==> config.mk <==
export PLATFORM = sky130hd
export DESIGN_NAME = led_act_stretch_flat
export DESIGN_NICKNAME = d
export VERILOG_FILES = /design/src/rtl/led_act_pkg.sv /design/src/rtl/led_act_stretch_if.sv /design/src/rtl/led_act_ch.sv /design/src/rtl/led_act_stretch.sv /design/src/flat_wrapper.sv
export SDC_FILE = /design/constraint.sdc
export NUM_CORES = 1
export LEC_CHECK = 0
export ABC_AREA = 1
export CAP_MARGIN = 40
export CORE_ASPECT_RATIO = 0.8
export CORE_MARGIN = 5
export CORE_UTILIZATION = 30
export DETAILED_ROUTE_END_ITERATION = 16
export PLACE_DENSITY = 0.46
export SETUP_SLACK_MARGIN = 0.4
export SLEW_MARGIN = 25
export SYNTH_ARGS = -nofsm -noshare
export SYNTH_HDL_FRONTEND = slang
export SYNTH_HIERARCHICAL = 1
export SYNTH_SLANG_ARGS = --single-unit
export TNS_END_PERCENT = 30
==> constraint.sdc <==
create_clock -name i_clk -period 2 [get_ports i_clk]
set_input_delay 0.5 -clock i_clk [delete_from_list [all_inputs] [get_ports i_clk]]
set_output_delay 0.5 -clock i_clk [all_outputs]
set_load 0.05 [all_outputs]
==> src/rtl/led_act_pkg.sv <==
// Shared definitions for the LED activity stretcher: channel FSM encoding and
// default timing for a 40 MHz system clock.
package led_act_pkg;

    typedef enum logic [1:0] {
        ST_IDLE = 2'd0,
        ST_ON   = 2'd1,
        ST_GAP  = 2'd2
    } led_st_e;

    // 50 ms on / 50 ms off at 40 MHz.
    localparam int unsigned DEF_ON_CYCLES  = 2000000;
    localparam int unsigned DEF_GAP_CYCLES = 2000000;
    localparam int unsigned DEF_CNT_W      = 22;

    // Two RX links followed by two TX links.
    localparam int unsigned NUM_CH = 4;

endpackage

==> src/rtl/led_act_stretch_if.sv <==
// Activity-strobe inputs and stretched LED requests of the LED activity stretcher.
interface led_act_stretch_if;

    logic [1:0] i_rx_act;
    logic [1:0] i_tx_act;
    logic [1:0] o_rx_led;
    logic [1:0] o_tx_led;

    modport master (
        output i_rx_act,
        output i_tx_act,
        input  o_rx_led,
        input  o_tx_led
    );

    modport slave (
        input  i_rx_act,
        input  i_tx_act,
        output o_rx_led,
        output o_tx_led
    );

endinterface

==> src/rtl/led_act_ch.sv <==
// One LED activity channel: optional input synchronizer, rising-edge detect and
// an on/gap stretch FSM with a single pending-request bit. Macro: LED_ACT_SYNC_EN.
module led_act_ch
    import led_act_pkg::*;
#(
    parameter int unsigned ON_CYCLES  = DEF_ON_CYCLES,
    parameter int unsigned GAP_CYCLES = DEF_GAP_CYCLES,
    parameter int unsigned CNT_W      = DEF_CNT_W
) (
    input  logic clk,
    input  logic rst,
    input  logic act,
    output logic led
);

    localparam logic [CNT_W-1:0] ON_LOAD  = CNT_W'(ON_CYCLES - 1);
    localparam logic [CNT_W-1:0] GAP_LOAD = CNT_W'(GAP_CYCLES - 1);

    logic act_s;

`ifdef LED_ACT_SYNC_EN
    logic sync1_q;
    logic sync2_q;

    always_ff @(posedge clk) begin
        if (rst) begin
            sync1_q <= 1'b0;
            sync2_q <= 1'b0;
        end else begin
            sync1_q <= act;
            sync2_q <= sync1_q;
        end
    end

    assign act_s = sync2_q;
`else
    assign act_s = act;
`endif

    led_st_e          state_q;
    logic [CNT_W-1:0] cnt_q;
    logic             pend_q;
    logic             act_d_q;
    logic             led_q;
    logic             act_rise;

    // History reg resets to 0, so an input already high at reset release counts as a rise.
    assign act_rise = act_s & ~act_d_q;

    always_ff @(posedge clk) begin
        if (rst) begin
            state_q <= ST_IDLE;
            cnt_q   <= '0;
            pend_q  <= 1'b0;
            act_d_q <= 1'b0;
            led_q   <= 1'b0;
        end else begin
            act_d_q <= act_s;
            case (state_q)
                ST_IDLE: begin
                    if (act_rise) begin
                        state_q <= ST_ON;
                        cnt_q   <= ON_LOAD;
                        led_q   <= 1'b1;
                    end
                end
                ST_ON: begin
                    if (act_rise) begin
                        pend_q <= 1'b1;
                    end
                    if (cnt_q == '0) begin
                        state_q <= ST_GAP;
                        cnt_q   <= GAP_LOAD;
                        led_q   <= 1'b0;
                    end else begin
                        cnt_q <= cnt_q - CNT_W'(1);
                    end
                end
                ST_GAP: begin
                    if (cnt_q == '0) begin
                        // A rise in the last gap cycle re-arms just like a stored request.
                        if (pend_q || act_rise) begin
                            state_q <= ST_ON;
                            cnt_q   <= ON_LOAD;
                            pend_q  <= 1'b0;
                            led_q   <= 1'b1;
                        end else begin
                            state_q <= ST_IDLE;
                        end
                    end else begin
                        cnt_q <= cnt_q - CNT_W'(1);
                        if (act_rise) begin
                            pend_q <= 1'b1;
                        end
                    end
                end
                default: begin
                    state_q <= ST_IDLE;
                    cnt_q   <= '0;
                    pend_q  <= 1'b0;
                    led_q   <= 1'b0;
                end
            endcase
        end
    end

    assign led = led_q;

endmodule

==> src/rtl/led_act_stretch.sv <==
// LED activity stretcher: four independent stretch channels turning SFP link
// activity strobes into visible RX/TX LED blinks. Macro: LED_ACT_SYNC_EN.
module led_act_stretch
    import led_act_pkg::*;
#(
    parameter int unsigned ON_CYCLES  = DEF_ON_CYCLES,
    parameter int unsigned GAP_CYCLES = DEF_GAP_CYCLES,
    parameter int unsigned CNT_W      = DEF_CNT_W
) (
    input  logic            i_clk,
    input  logic            i_res,
    led_act_stretch_if.slave bus
);

    logic [NUM_CH-1:0] act;
    logic [NUM_CH-1:0] led;

    // Channels 0..1 are RX links, 2..3 are TX links.
    assign act = {bus.i_tx_act, bus.i_rx_act};

    generate
        for (genvar g = 0; g < NUM_CH; g++) begin : g_ch
            led_act_ch #(
                .ON_CYCLES  (ON_CYCLES),
                .GAP_CYCLES (GAP_CYCLES),
                .CNT_W      (CNT_W)
            ) u_ch (
                .clk (i_clk),
                .rst (i_res),
                .act (act[g]),
                .led (led[g])
            );
        end
    endgenerate

    assign bus.o_rx_led = led[1:0];
    assign bus.o_tx_led = led[3:2];

endmodule

==> src/flat_wrapper.sv <==
// flat-port wrapper written by rule: the top's interface ports become plain ports
module led_act_stretch_flat import led_act_pkg::*;
#(
    parameter int unsigned ON_CYCLES  = DEF_ON_CYCLES,
    parameter int unsigned GAP_CYCLES = DEF_GAP_CYCLES,
    parameter int unsigned CNT_W      = DEF_CNT_W
)
  (i_clk, i_res, bus_i_rx_act, bus_i_tx_act, bus_o_rx_led, bus_o_tx_led);
  led_act_stretch_if bus_i ();
  input  logic i_clk;
  input  logic i_res;
  input wire logic [$bits(bus_i.i_rx_act)-1:0] bus_i_rx_act;
  input wire logic [$bits(bus_i.i_tx_act)-1:0] bus_i_tx_act;
  output wire logic [$bits(bus_i.o_rx_led)-1:0] bus_o_rx_led;
  output wire logic [$bits(bus_i.o_tx_led)-1:0] bus_o_tx_led;
  assign bus_i.i_rx_act = bus_i_rx_act;
  assign bus_i.i_tx_act = bus_i_tx_act;
  assign bus_o_rx_led = bus_i.o_rx_led;
  assign bus_o_tx_led = bus_i.o_tx_led;
  led_act_stretch #(.ON_CYCLES(ON_CYCLES), .GAP_CYCLES(GAP_CYCLES), .CNT_W(CNT_W)) u_core (.i_clk(i_clk), .i_res(i_res), .bus(bus_i));
endmodule
# Word level (Yosys, flattened, before mapping)
# Cells that the tools add are included.
dict set report word_totals {
  regBits 108
  latchBits 0
  mem_bits_rw 0
  rom_bits 0
  inputBits 6
  output_inout_bits 4
  wordCells 168
  n_memories 0
}
dict set report classes {
  add_sub_neg 4
  mul 0
  div 0
  magnitude_cmp 0
  eq_ne 28
  shifts 0
  mux 76
  bitwise 12
  reduce_logical 28
}
# op n
set ops {}
lappend ops {{$mux 22} 16}
lappend ops {{$pmux 22 s3} 4}
lappend ops {{$logic_not 22->1} 4}
lappend ops {{$sub 22x1->22 const B} 4}
lappend ops {{$mux 1} 32}
lappend ops {{$ne 2x2->1 const B} 16}
lappend ops {{$mux 2} 12}
lappend ops {{$pmux 1 s3} 8}
lappend ops {{$pmux 2 s3} 4}
lappend ops {{$reduce_and 2->1} 8}
lappend ops {{$reduce_and 4->1} 4}
lappend ops {{$ne 3x3->1 const B} 4}
lappend ops {{$reduce_and 3->1} 4}
lappend ops {{$eq 2x1->1 const B} 4}
lappend ops {{$eq 2x2->1 const B} 4}
lappend ops {{$logic_not 2->1} 4}
lappend ops {{$not 1->1} 8}
lappend ops {{$and 1x1->1} 4}
lappend ops {{$logic_or 1x1->1} 4}

# Logic depth before layout (Yosys ltp)
dict set report logic_depth {
  word_depth 6
  ltp_mapped 13
  ltp_nobuf 13
}

# Hierarchy
# The synthesis kept the hierarchy.
# mod instances cells_each area_per_inst_um2 seq_area_each_um2
set by_module_without_submodules {}
lappend by_module_without_submodules {{led_act_ch (u_core.g_ch[0].u_ch ...)} 3 284 1875.5 540.5}
lappend by_module_without_submodules {{led_act_ch (u_core.g_ch[3].u_ch)} 1 293 1788.0 540.5}

# Least setup slack after synthesis
# Ideal clock, no wire load.
dict set report synth_path {
  kind {flip-flop to flip-flop}
  from {reg u_core.g_ch[0].u_ch.state_q[0]}
  to {reg u_core.g_ch[0].u_ch.cnt_q[7]}
  setup_ns 0.124
  arrival_ns 1.530
  required_ns 1.876
  setup_slack_ns 0.346
  path_stages_with_launch 13
  n_path_buf 2
  synth_period_minus_slack_ns 1.654
  cell_sequence {dfxtp_1 inv_1 ha_1 buf_4 clkinv_1 nor2_1 inv_1 nand2_2 buf_8 inv_4 nand2_1 xor2_1 nor2_1}
}
dict set report synth_via {
  elab_chain_len 3
  elab_cells_between_ends 7
  cone_classes {4 x eq/ne; 1 x mux; 2 x reduce/logical}
}
# element line_no
set synth_lines {}
lappend synth_lines {{start: declaration} led_act_ch.sv:40} ;# led_st_e state_q;
lappend synth_lines {{start signal: assignment} led_act_ch.sv:52} ;# state_q <= ST_IDLE;
lappend synth_lines {{start signal: assignment} led_act_ch.sv:62} ;# state_q <= ST_ON;
lappend synth_lines {{start signal: assignment} led_act_ch.sv:72} ;# state_q <= ST_GAP;
lappend synth_lines {{$eq 2x2->1 / $logic_not 2->1 (equally long branches)} led_act_ch.sv:59} ;# case (state_q)
lappend synth_lines {{$ne 3x3->1 (no line) / $ne 2x2->1 (equally long branches)} -}
lappend synth_lines {{$reduce_and 2->1 (no line)} -}
lappend synth_lines {{end signal: assignment} led_act_ch.sv:76} ;# cnt_q <= cnt_q - CNT_W'(1);
lappend synth_lines {{end signal: assignment} led_act_ch.sv:91} ;# cnt_q <= cnt_q - CNT_W'(1);
lappend synth_lines {{end: declaration} led_act_ch.sv:41} ;# logic [CNT_W-1:0] cnt_q;
# Parallel ways exist; a longest one is shown, timed or not.
# A chain may end at the register's enable or synchronous reset.

# Worst setup path after layout
dict set report layout_path {
  from {reg u_core.g_ch[3].u_ch.cnt_q[5]}
  to {reg u_core.g_ch[3].u_ch.cnt_q[3]}
}
dict set report layout_via {
  elab_chain_len 3
  elab_cells_between_ends 6
  cone_classes {1 x eq/ne; 3 x mux; 2 x reduce/logical}
}
# element line_no
set layout_lines {}
lappend layout_lines {{start: declaration} led_act_ch.sv:41}
lappend layout_lines {{start signal: assignment} led_act_ch.sv:76}
lappend layout_lines {{start signal: assignment} led_act_ch.sv:91}
lappend layout_lines {{$logic_not 22->1 *} {led_act_ch.sv:71, led_act_ch.sv:80}}
lappend layout_lines {{$mux 22, or another cell as far along} led_act_ch.sv:80} ;# if (cnt_q == '0) begin
lappend layout_lines {{$pmux 22 s3 / $reduce_and 2->1 (equally long branches)} -}
# Mark *: on every way between the ends. The rest lies on a longest branch, timed or not.

==> impl_metrics.yaml <==
synthesis:
  yosysTopAreaCellShare: 0.292
  ys.flop_type: "dfxtp_1"
  synth_edf_count: 0
  yosys.area.top_type: "dfxtp_1"
  netlist_area_mm2: 0.00741
  ys_async_sr_fraction: 0
  ys_types: 37
  synth_seq_cells: 108
  synthTopCellsByCount: "298 x nand2_1, 183 x nor2_1, 109 x inv_1"
  synthCells: 1145
  synth-seq-area-share: 0.292
  synth_most_common_cell: "nand2_1"
  synth_area_leaders: "dfxtp_1 29%, nand2_1 15%, nor2_1 9.3%"
  avgSynthCellArea_um2: 6.48
  syn-num-nets: 1174
  ys_warn_count: 6
die:
  fp-row-count: 51
  dieHeight_um: 151
  coreArea_mm2: 0.0243
  fp.dieW_um: 186
  initial_core_util: 0.305
  io_pins: 10
  die-area_mm2: 0.0280
clock_tree:
  htreeDepth: 3
  root_buffer: "clkbuf_16"
  clk_path_buf_depth: 2
  cts_tree: "done"
  cts_buffers: 9
  path_clk_slew_ns: 0.08
  clock_latency_ns: 0.37
  clock_sinks: 108
timing:
  worst_slew_pin_slew_ns: 0.404
  fin_crit_sh: 0.864
  relSlewSlack: 0.730
  rsz0062_at_grt: "yes"
  slew_viol_final: 0
  layout_min_cycle_time_ns: 1.73
  skew_ns: 0.0108
  worst_slack_ns: 0.273
  hold_violations: 0
  max_freq_mhz: 579
  timing.setup.tns_ns: 0
  setup_viol: 0
  hold_ws_ns: 0.406
min_path:
  min_to: "u_core/g_ch[0].u_ch/act_d_q"
  hold_depth: 3
  hold_path_class: "input port to flip-flop"
  hold_start: "bus_i_rx_act[0]"
critical_path:
  cp-start-kind: "flip-flop"
  r2r-end: "u_core/g_ch[3].u_ch/cnt_q[3]"
  cp_data_required_time_ns: 2.24
  worstPathArrival_ns: 1.97
  path_max_fanout: 5
  rrSetupSlack_ns: 0.27
  end_kind: "flip-flop"
  rr_worst_depth: 11
  r2r-start: "u_core/g_ch[3].u_ch/cnt_q[5]"
  path_class: "flip-flop to flip-flop"
power:
  p_leak_nw: 4.23
  power_mw: 18.7
  power.density_mw_per_mm2: 1890
  ir_drop_mv: 0.562
grt:
  grt_usage: 0.147
  antenna_found_initial: 0
  grt_pass1_wl_um: 33900
  grt_pass1_vias: 6939
  grt_overflow: 0
  grt_max_degree: 27
place:
  place_area_mm2: 0.00811
  port_buffers: 9
  dp_cells: 1490
  hpwl_um: 14000
  pre_cts_ws_ns: -0.246
  place_congestion: 0.818
layout:
  postLayoutCellArea_mm2: 0.00987
  final_cells: 1577
  area_growth_pct: 33.1
  drive_above_1_share: 0.351
  antennaDiodeCount: 0
  nets: 1283
  fillCellCount: 2562
  final_core_util: 0.406
run_status:
  outcome: "finished, final reports clean"
job:
  max_cap_violations: 0
drt:
  drt_wl_total_um: 20600
  vias: 7357
  firstDrtPassIters: 4
  ant_nets: 0
  drt_iter0_drc: 403
  viasPerCell: 4.67
  wl_per_cell_um: 13.1
  drc_errors: 0
repair_timing:
item / in CTS / in global routing
cloned: 4 / 2
setup endpoints to repair: 98 / 100
hold buffers: 0 / 0
gates resized for setup: 140 / 142
pin swaps: 51 / 46
buffers inserted: 34 / 31
cell type report:
class | instances | area, um2 | area share
Sequential cell | 108 | 2240 | 0.227
Inverter | 116 | 482 | 0.0488
Clock buffer | 10 | 239 | 0.0242
Timing Repair inverter | 1 | 6.26 | 0.000634
Tap cell | 318 | 398 | 0.0403
Timing Repair Buffer | 123 | 1130 | 0.114
Clock inverter | 6 | 53.8 | 0.00545
Multi-Input combinational cell | 895 | 5320 | 0.539
power breakdown:
part	switching, mW	total [mW]	internal (mW)
clock	0.949	1.85	0.905
sequential	1.04	4.04	3.00
combinational	7.40	12.8	5.38
cell families (layout without fill, tap and decap cells):
group           Yosys count  in the layout  synth area share
flops                   108            108             0.292
fa+ha+maj                23             23            0.0388
compound gates          147            147             0.121
simple gates            694            696             0.424
xor+xnor                 29             29            0.0343
buf+inv                 144            256            0.0904
worst max-delay path: stages, from the launching register on:
cell	delay [ns]
dfxtp_1	0.37
nor2_2	0.18
inv_1	0.10
nor2_4	0.15
nand2_4	0.07
nor2_4	0.12
nand3_4	0.15
nand2_8	0.13
nor2_4	0.06
buf_6	0.13
o21ai_1	0.07
a21oi_1	0.08
worst max-delay path by stage:
stage	endpoint	slack, ns	start	depth (start not counted)
finish	u_core/g_ch[3].u_ch/cnt_q[3]	0.27	u_core/g_ch[3].u_ch/cnt_q[5]	11
global route	u_core/g_ch[3].u_ch/cnt_q[3]	0.18	u_core/g_ch[3].u_ch/cnt_q[5]	11
CTS	u_core/g_ch[0].u_ch/cnt_q[5]	0.29	u_core/g_ch[0].u_ch/state_q[0]	10
detailed placement	u_core/g_ch[3].u_ch/cnt_q[3]	-0.25	bus_i_tx_act[1]	10
global placement	u_core/g_ch[3].u_ch/cnt_q[15]	-0.20	bus_i_tx_act[1]	10
floorplan	u_core/g_ch[3].u_ch/cnt_q[1]	0.40	u_core/g_ch[3].u_ch/cnt_q[0]	12
registers in the layout (all words and copies together) (netlist names):
register                  count
u_core/g_ch.u_ch/led          4
u_core/g_ch.u_ch/pend_q       4
u_core/g_ch.u_ch/state_q      8
u_core/g_ch.u_ch/act_d_q      4
u_core/g_ch.u_ch/cnt_q       88
layer usage:
| metal | GRT usage | wire length [um] |
|---|---|---|
| met1 | 0.208 | 10700 |
| met2 | 0.236 | 9230 |
| met3 | 0.0254 | 529 |
| met4 | 0.0313 | 186 |
| met5 | 0 | 0 |
layout by cell type, fill, tap and decap left out, drive strengths merged:
cell,n
clkinv,3
dlygate4sd2,3
a21oi,92
a31oi,1
nor4,3
o21a,1
buf,116
o21ai,42
ha,23
nand4,16
o21bai,5
clkdlybuf4s15,1
and3,3
o211ai,3
xnor2,10
xor2,19
nand2,347
clkinvlp,1
or2,7
nor2,218
a211oi,3
nand3,82
clkbuf,12
inv,119
dfxtp,108
dlymetal6s2s,1
nand3b,8
nor3,12
(Power assumes the default switching activity.)
